`src/rtl/ex_stage.sv`:
```
// ex_stage: MIPS32 execute stage. It holds the ID/EX register, the ALU, an iterative
//   32-step MULT/MULTU unit with its HI/LO registers, and the EX/MEM register.
// Latency: an ALU instruction reaches mem_* one edge after it enters EX. MULT/MULTU
//   stays in EX for MUL_CYCLES+2 cycles and raises stall_req_o for MUL_CYCLES+1 of them.
// Backpressure: stall_i freezes every register and the FSM. stall_req_o holds upstream
//   and pushes bubbles into EX/MEM.
// Ports:
//   clk, rst            - clock, synchronous active-high reset
//   stall_i, flush_i    - downstream hold; load a NOP into ID/EX and abort a multiply
//   id_*_i              - decoded instruction (aluop, alusel, operands, dest, write enable)
//   ex_*_o              - combinational forwarding of the instruction currently in EX
//   mem_*_o             - EX/MEM register
//   stall_req_o         - upstream hold request while a multiply is in progress
module ex_stage #(
  parameter int MUL_CYCLES = 32
) (
  input  logic        clk,
  input  logic        rst,
  input  logic        stall_i,
  input  logic        flush_i,
  input  logic [7:0]  id_aluop_i,
  input  logic [2:0]  id_alusel_i,
  input  logic [31:0] id_reg1_i,
  input  logic [31:0] id_reg2_i,
  input  logic [4:0]  id_wd_i,
  input  logic        id_wreg_i,
  output logic [4:0]  ex_wd_o,
  output logic        ex_wreg_o,
  output logic [31:0] ex_wdata_o,
  output logic [4:0]  mem_wd_o,
  output logic        mem_wreg_o,
  output logic [31:0] mem_wdata_o,
  output logic        stall_req_o
);

  localparam logic [2:0] SEL_LOGIC = 3'b001;
  localparam logic [2:0] SEL_SHIFT = 3'b010;
  localparam logic [2:0] SEL_MOVE  = 3'b011;
  localparam logic [2:0] SEL_ARITH = 3'b100;
  localparam logic [2:0] SEL_MUL   = 3'b101;

  localparam logic [7:0] OP_AND  = 8'b00100100;
  localparam logic [7:0] OP_OR   = 8'b00100101;
  localparam logic [7:0] OP_XOR  = 8'b00100110;
  localparam logic [7:0] OP_NOR  = 8'b00100111;
  localparam logic [7:0] OP_SLL  = 8'b01111100;
  localparam logic [7:0] OP_SRL  = 8'b00000010;
  localparam logic [7:0] OP_SRA  = 8'b00000011;
  localparam logic [7:0] OP_MFHI = 8'b00010000;
  localparam logic [7:0] OP_MFLO = 8'b00010010;
  localparam logic [7:0] OP_ADDU = 8'b00100001;
  localparam logic [7:0] OP_SUBU = 8'b00100011;
  localparam logic [7:0] OP_SLT  = 8'b00101010;
  localparam logic [7:0] OP_SLTU = 8'b00101011;
  localparam logic [7:0] OP_MULT = 8'b00011000;

  localparam int            CW       = $clog2(MUL_CYCLES);
  localparam logic [CW-1:0] CNT_LAST = CW'(MUL_CYCLES - 1);

  typedef enum logic [1:0] {S_IDLE, S_RUN, S_DONE} state_t;

  state_t        r_state, w_state_nxt;
  logic [7:0]    r_aluop;
  logic [2:0]    r_alusel;
  logic [31:0]   r_reg1, r_reg2;
  logic [4:0]    r_wd;
  logic          r_wreg;
  logic [31:0]   r_hi, r_lo;
  logic [4:0]    r_mem_wd;
  logic          r_mem_wreg;
  logic [31:0]   r_mem_wdata;
  logic [CW-1:0] r_cnt;
  logic [63:0]   r_mcand, r_acc;
  logic [31:0]   r_mplier;
  logic          r_sign;

  logic [31:0]   w_alu;
  logic [4:0]    w_sh;
  logic          w_signed;
  logic [31:0]   w_mag1, w_mag2;
  logic [63:0]   w_product;

  assign w_sh = r_reg1[4:0];

  always_comb begin
    w_alu = 32'd0;
    case (r_alusel)
      SEL_LOGIC: case (r_aluop)
        OP_AND:  w_alu = r_reg1 & r_reg2;
        OP_OR:   w_alu = r_reg1 | r_reg2;
        OP_XOR:  w_alu = r_reg1 ^ r_reg2;
        OP_NOR:  w_alu = ~(r_reg1 | r_reg2);
        default: w_alu = 32'd0;
      endcase
      SEL_SHIFT: case (r_aluop)
        OP_SLL:  w_alu = r_reg2 << w_sh;
        OP_SRL:  w_alu = r_reg2 >> w_sh;
        OP_SRA:  w_alu = $signed(r_reg2) >>> w_sh;
        default: w_alu = 32'd0;
      endcase
      SEL_MOVE: case (r_aluop)
        OP_MFHI: w_alu = r_hi;
        OP_MFLO: w_alu = r_lo;
        default: w_alu = 32'd0;
      endcase
      SEL_ARITH: case (r_aluop)
        OP_ADDU: w_alu = r_reg1 + r_reg2;
        OP_SUBU: w_alu = r_reg1 - r_reg2;
        OP_SLT:  w_alu = {31'd0, $signed(r_reg1) < $signed(r_reg2)};
        OP_SLTU: w_alu = {31'd0, r_reg1 < r_reg2};
        default: w_alu = 32'd0;
      endcase
      default: w_alu = 32'd0;
    endcase
  end

  // MULT runs the unsigned shift-add on magnitudes and fixes the sign at the end.
  assign w_signed  = (r_aluop == OP_MULT);
  assign w_mag1    = (w_signed && r_reg1[31]) ? (~r_reg1 + 32'd1) : r_reg1;
  assign w_mag2    = (w_signed && r_reg2[31]) ? (~r_reg2 + 32'd1) : r_reg2;
  assign w_product = r_sign ? (~r_acc + 64'd1) : r_acc;

  // A multiply writes HI/LO, not a GPR, so it never forwards.
  assign ex_wd_o     = r_wd;
  assign ex_wreg_o   = r_wreg & (r_alusel != SEL_MUL);
  assign ex_wdata_o  = w_alu;
  assign mem_wd_o    = r_mem_wd;
  assign mem_wreg_o  = r_mem_wreg;
  assign mem_wdata_o = r_mem_wdata;

  always_ff @(posedge clk) begin
    if (rst) r_state <= S_IDLE;
    else if (!stall_i) r_state <= w_state_nxt;
  end

  // DONE drops the stall request so that the following instruction loads on the same
  // edge that commits HI/LO. A MFHI/MFLO right behind the multiply sees the new values.
  always_comb begin
    w_state_nxt = r_state;
    stall_req_o = 1'b0;
    case (r_state)
      S_IDLE: if (r_alusel == SEL_MUL) begin
        stall_req_o = 1'b1;
        w_state_nxt = S_RUN;
      end
      S_RUN: begin
        stall_req_o = 1'b1;
        if (r_cnt == CNT_LAST) w_state_nxt = S_DONE;
      end
      S_DONE:  w_state_nxt = S_IDLE;
      default: w_state_nxt = S_IDLE;
    endcase
    if (flush_i) w_state_nxt = S_IDLE;
  end

  always_ff @(posedge clk) begin
    if (rst) begin
      r_aluop     <= 8'd0;
      r_alusel    <= 3'd0;
      r_reg1      <= 32'd0;
      r_reg2      <= 32'd0;
      r_wd        <= 5'd0;
      r_wreg      <= 1'b0;
      r_mem_wd    <= 5'd0;
      r_mem_wreg  <= 1'b0;
      r_mem_wdata <= 32'd0;
    end else if (!stall_i) begin
      if (flush_i) begin
        r_aluop  <= 8'd0;
        r_alusel <= 3'd0;
        r_reg1   <= 32'd0;
        r_reg2   <= 32'd0;
        r_wd     <= 5'd0;
        r_wreg   <= 1'b0;
      end else if (!stall_req_o) begin
        r_aluop  <= id_aluop_i;
        r_alusel <= id_alusel_i;
        r_reg1   <= id_reg1_i;
        r_reg2   <= id_reg2_i;
        r_wd     <= id_wd_i;
        r_wreg   <= id_wreg_i;
      end
      if (stall_req_o) begin
        r_mem_wd    <= 5'd0;
        r_mem_wreg  <= 1'b0;
        r_mem_wdata <= 32'd0;
      end else begin
        r_mem_wd    <= ex_wd_o;
        r_mem_wreg  <= ex_wreg_o;
        r_mem_wdata <= ex_wdata_o;
      end
    end
  end

  always_ff @(posedge clk) begin
    if (rst) begin
      r_hi     <= 32'd0;
      r_lo     <= 32'd0;
      r_cnt    <= '0;
      r_mcand  <= 64'd0;
      r_mplier <= 32'd0;
      r_acc    <= 64'd0;
      r_sign   <= 1'b0;
    end else if (!stall_i) begin
      case (r_state)
        S_IDLE: if (w_state_nxt == S_RUN) begin
          r_mcand  <= {32'd0, w_mag1};
          r_mplier <= w_mag2;
          r_sign   <= w_signed & (r_reg1[31] ^ r_reg2[31]);
          r_acc    <= 64'd0;
          r_cnt    <= '0;
        end
        S_RUN: begin
          if (r_mplier[0]) r_acc <= r_acc + r_mcand;
          r_mcand  <= r_mcand << 1;
          r_mplier <= r_mplier >> 1;
          r_cnt    <= r_cnt + CW'(1);
        end
        S_DONE: if (!flush_i) {r_hi, r_lo} <= w_product;
        default: ;
      endcase
    end
  end

endmodule
```
`config.mk`:
```
export PLATFORM = sky130hd
export DESIGN_NAME = ex_stage
export DESIGN_NICKNAME = d
export VERILOG_FILES = /design/src/rtl/ex_stage.sv
export SDC_FILE = /design/constraint.sdc
export NUM_CORES = 2
export LEC_CHECK = 0
export BUFFER_PORTS_ARGS = -buffer_cell sky130_fd_sc_hd__buf_4
export CAP_MARGIN = 10
export CORE_MARGIN = 2
export CORE_UTILIZATION = 28
export DETAILED_ROUTE_END_ITERATION = 7
export GPL_TIMING_DRIVEN = 0
export HOLD_SLACK_MARGIN = 0.05
export PLACE_DENSITY_LB_ADDON = 0.05
export SLEW_MARGIN = 15
export SYNTH_ARGS = -nofsm -noshare
export SYNTH_HDL_FRONTEND = slang
export SYNTH_SLANG_ARGS = --single-unit
```
`constraint.sdc`:
```
create_clock -name clk -period 5.75 [get_ports clk]
set_clock_uncertainty 0.05 [all_clocks]
set_input_delay 0.2875 -clock clk [delete_from_list [all_inputs] [get_ports clk]]
set_output_delay 0.2875 -clock clk [all_outputs]
set_load 0.01 [all_outputs]
```
# --- Word-level counts from Yosys, hierarchy flattened ---
# Index checks and enable logic that the tools add are counted.
word_totals:
  ff_bits: 351
  latch_bits: 0
  mem_bits_rw: 0
  mem_bits_ro: 0
  in_bits: 85
  output_inout_bits: 77
  elab_cells: 115
  mem_count: 0
op_classes:
  addsub: 7
  mul: 0
  n_div: 0
  magnitude_cmp: 2
  n_eq_ne: 27
  shift: 3
  n_mux: 38
  bitwise: 12
  n_reduce_logical: 9
ops:
  columns: ["cell", "n"]
  rows:
  - ["32-bit one-hot mux with 4 select lines", 3]
  - ["32-bit 2-to-1 mux", 8]
  - ["64-bit 2-to-1 mux", 4]
  - ["64-bit one-hot mux with 2 select lines", 2]
  - ["32-bit one-hot mux with 2 select lines", 2]
  - ["32-bit inverter", 3]
  - ["32-bit one-hot mux with 3 select lines", 1]
  - ["32-bit by 1-bit adder with 32-bit output, second input constant", 2]
  - ["64-bit by 1-bit adder with 64-bit output, second input constant", 1]
  - ["64-bit adder", 1]
  - ["8-bit by 6-bit == test with 1-bit output, second input constant", 8]
  - ["32-bit < comparator", 2]
  - ["64-bit inverter", 1]
  - ["32-bit adder", 1]
  - ["32-bit bitwise AND", 1]
  - ["32-bit OR", 1]
  - ["32-bit by 5-bit left shift with 32-bit output", 1]
  - ["32-bit by 5-bit right shift with 32-bit output", 1]
  - ["32-bit by 5-bit >>> shifter with 32-bit output", 1]
  - ["32-bit subtractor", 1]
  - ["32-bit XOR", 1]
  - ["8-bit by 5-bit == test with 1-bit output, second input constant", 3]
  - ["5-bit 2-to-1 mux", 4]
  - ["8-bit by 2-bit == test with 1-bit output, second input constant", 2]
  - ["other kinds (26)", 43]

# --- Logic depth before layout (Yosys ltp) ---
logic_depth:
  ltp_word: 7
  mapped_depth: 18
  mapped_depth_nobuf: 14

# --- Worst setup path before layout ---
# Ideal clock, no wire load.
synth_path:
  path_kind: "register to output"
  start: "reg r_reg1[0]"
  end: "out ex_wdata_o[31]"
  arrival_time_ns: 4.152
  required_ns: 5.413
  setup_slack_ns: 1.261
  path_stages_with_launch: 17
  path_buffers: 4
  cell_sequence: "dfxtp_1 buf_2 buf_2 buf_2 clkbuf_1 inv_1 ha_1 o21bai_1 a21oi_1 o31ai_1 a211oi_1 a21oi_1 o221ai_1 a2111o_1 a211oi_1 xnor2_1 a21o_1"
synth_between:
  elab_chain_len: 3
  word_cells_on_any_way: 8
  classes_between: "2 x add/sub; 3 x shift; 3 x mux"
synth_rtl:
  columns: ["item", "line", "text"]
  rows:
  - ["start, declared", "65", "logic [31:0] r_reg1, r_reg2;"]
  - ["start signal, assigned", "178", "r_reg1 <= id_reg1_i;"]
  - ["32-bit subtractor, or another cell as far along", "108", "OP_SUBU: w_alu = r_reg1 - r_reg2;"]
  - ["32-bit one-hot mux with 4 select lines or 32-bit one-hot mux with 3 select lines (tied branches)", "106, 95", null]
  - ["32-bit one-hot mux with 4 select lines *", "87", "case (r_alusel)"]
  - ["end, declared", "29", "output logic [31:0] ex_wdata_o,"]
# Mark *: on every way between the ends. The rest lies on a longest branch, timed or not.

# --- Final worst setup path ---
layout_path:
  start: "reg r_reg1[1]"
  end: "out ex_wdata_o[31]"
# Same word-level chain as after synthesis.

==> metrics.md <==
| Metric | Value |
|---|---|
| Commonest non-fill, non-tap cells in the layout | nor2_1, dfxtp_1, a21oi_1 |
| Share of cells above drive strength 1 | 0.105 |
| DRT Wirelength | between 150,000 and 200,000 um |
| Global-route wire length before repair | about 220,000 um |
| Top cell type's share of synthesized area | 0.250 |
| Post-synthesis cell count | 3,653 |
| Pwr Total | about 6.9 mW |
| Synth area leaders | dfxtp_1, ha_1, nor2_1 |
| DR pass1 iterations | 6 |
| CP Capture Type | primary output |
| RSZ-0062 raised after global routing | true |
| Largest area contributor in the netlist | dfxtp_1 |
| Highest ir drop seen on vdd | ~0.00023 V |
| Most common cell after layout, fill and taps aside | nor2_1 |
| Post-Syn Area | about 28,000 sq um |
| Fmax | between 0.15 and 0.2 GHz |
| Predominant post-synthesis flop cell | dfxtp_1 |
| # IOs | 162 |
| Post-synthesis sequential area ratio | 0.250 |
| Total GRT Usage | 0.299 |
| Worst Tran Pin Value | around 1.2 ns |
| Placed cells | just over 5,000 |
| Max_cap viols | 0 |
| Power share of the combinational group | 0.173 |
| Syn. warnings | 0 |
| Setup tns final | 0 ns |
| Num rows | roughly 120 |
| Die area | 103,000 sq um |
| P_sw | 2.19 mW |
| Final period utilization | 0.991 |
| Internal | about 4.7 mW |
| TritonCTS clock tree | done |
| Clock power share | 0.460 |
| Sequential share of power | 0.368 |
| Remaining DRCs | 0 |
| Via count | slightly above 30,000 |
| Crit path DAT | approximately 5.4 ns |
| CTS clk-pin slew, worst paths | ~0.060 ns |
| Clock sink count | around 350 |
| Pre-CTS setup slack | -1.12 ns |
| Fin worst setup slack | ~0.052 ns |
| Initial antenna violation count | 2 |
| I/O Buffers | about 160 |
| Syn_area_per_cell | between 7 and 8 sq um |
| Area of the multi-input gates | 19,600 sq um |
| Outcome | finished, final reports clean |
| Pleak | around 13 nW |
| Via density | 5.74 |
| Tmin final | about 5.7 ns |
| Pin count of the biggest net entering global routing | 19 |
| Die Wd | approximately 320 um |
| DRT iter0 DRCs | ~2,700 |
| Share of synthesized flip-flops with an asynchronous set or reset | 0 |
| Final HPWL DP | approximately 130,000 um |
| Post-route insts no fill | approximately 5,300 |
| RD Place Congestion | 1.01 |
| Final Hold Viols | 0 |
| CTS Root Buffer Type | clkbuf_16 |
| Starting Density | 0.281 |
| Clk_lat worst skew | 0.68 ns |
| Core area | approximately 100,000 sq um |
| Crit Path Class | flop to primary output |
| Area growth, synth to finish | 19.9% |
| Net count, final | 4,204 |
| Fillers | ~11,000 |
| Register Area | ~7000 sq um |
| Post-synth cell types | 83 |
| Tightest Hold Check Type | input port to flop |
| Bufs on Longest Clock Path | 3 |
| Die H | 321 um |
| Critical Path RT | 5.41 ns |
| Gr ovfl total | 0 |
| H-Tree Depth | 2 |
| Antenna viol nets, final | 0 |
| PwrDens | 205 nW/um^2 |
| CP startpoint kind | flop |
| Worst hold margin | 0.0666 ns |
| Rel. slew slack | 0.182 |
| Sw Ratio | 0.319 |
| Syn nets | ~3,900 |
| Max Fanout on Critical Path | 10 |
| Final Slew Violations | 0 |
| EDFF count, synth | 0 |
| Wire per inst | 29.8 um |
| Num CTS Buffers | 47 |
| Setup-failing EPs final | 0 |
| #FFs+latches synth | about 350 |
| Vias in the first global route | slightly below 30,000 |
flip-flops by register name, summed over array words and instances (netlist names), 2 cells and up:
signal,flops
r_acc,64
r_mcand,64
mem_wdata_o,32
r_hi,32
r_lo,32
r_mplier,32
r_reg1,32
r_reg2,32
r_aluop,8
ex_wd_o,5
mem_wd_o,5
r_cnt,5
r_alusel,3
r_state,2
layout make-up:
cell class | count | area share
multi-input combinational | 2873 | 0.582
sequential | 351 | 0.209
timing repair buffer | 253 | 0.0635
tap | 1298 | 0.0483
clock buffer | 62 | 0.0387
buffer | 305 | 0.0358
inverter | 118 | 0.0134
clock inverter | 25 | 0.00937
antenna | 3 | 0.000223
per-stage QoR:
stage                util  area [sq um]
finish              0.337         33600
global route        0.337         33600
CTS                 0.337         33600
detailed placement  0.311         31000
global placement    0.310         30900
floorplan               -         28100
power groups by stage:
| stage | sequential (mW) | clock, mW | combinational, mW |
|---|---|---|---|
| 6_report | 2.53 | 3.16 | 1.19 |
| 5_1_grt | 2.53 | 3.33 | 1.25 |
| 4_1_cts | 2.53 | 3.24 | 1.16 |
| 3_5_place_dp | 2.58 | 0 | 1.09 |
| 3_3_place_gp | 2.58 | 0 | 1.10 |
| 2_1_floorplan | 2.54 | 0 | 0.630 |
routing by layer:
metal	global-route usage	up-vias	share of wire
met1	0.382	14945	0.43
met5	0	-	0
li1	-	13997	-
met3	0.0400	279	0.057
met4	0.157	0	0.060
met2	0.489	1150	0.46
logic make-up (layout without fill, tap and decap cells):
logic type	count (synthesis)	after routing	share of synthesized area
flops	351	351	0.250
fa+ha+maj	170	170	0.0766
compound gates	1231	1231	0.289
buf+inv	429	763	0.0578
simple gates	1105	1105	0.177
mux	141	141	0.0778
other cells	0	3	0
xor+xnor	226	226	0.0705
worst max-delay path: stages, from the launching register on:
cell and delay, ns:
dfxtp_4 0.49, buf_4 0.28, clkbuf_2 0.35, inv_1 0.33
ha_1 0.42, o21bai_1 0.16, a21oi_1 0.14, o31ai_4 0.31
a211oi_4 0.10, buf_4 0.18, a21oi_1 0.31, o221ai_2 0.23
a2111o_1 0.47, a211oi_4 0.38, xnor2_1 0.16, a21o_1 0.21
buf_4 0.15
path summary, 6_finish.rpt:
check	from	end	slack, ns	cells past startpoint
max	r_reg1[1]	ex_wdata_o[31]	0.05	16
min	stall_i	r_sign	0.07	5
max reg2reg	r_mcand[0]	r_acc[62]	0.86	12
min reg2reg	r_hi[8]	r_hi[8]	0.41	2
synthesized netlist by cell type (25+ instances only):
cell	count
a22o_1	99
a22oi_1	78
nor2_1	466
mux4_2	61
nand3_1	92
clkbuf_1	271
o22ai_1	26
o31ai_1	46
a21oi_1	331
ha_1	167
nor3_1	58
a31oi_1	37
nor2b_1	25
or3_1	42
dfxtp_1	351
xor2_1	85
mux2i_1	73
nand4_1	36
nand2_1	270
a211oi_1	149
xnor2_1	141
o21bai_1	26
a21o_1	46
o21ai_0	216
buf_1	30
inv_1	116
what timing repair did:
item | 4_1_cts | 5_1_grt
buffers inserted | 3 | 0
resized for setup | 48 | 30
setup endpoints to repair | 43 | 16
pin swaps | 1 | 0
hold buffers | 82 | 0
hold endpoints to repair | 83 | 0
gates cloned | 0 | 0
(Power assumes the default switching activity.)
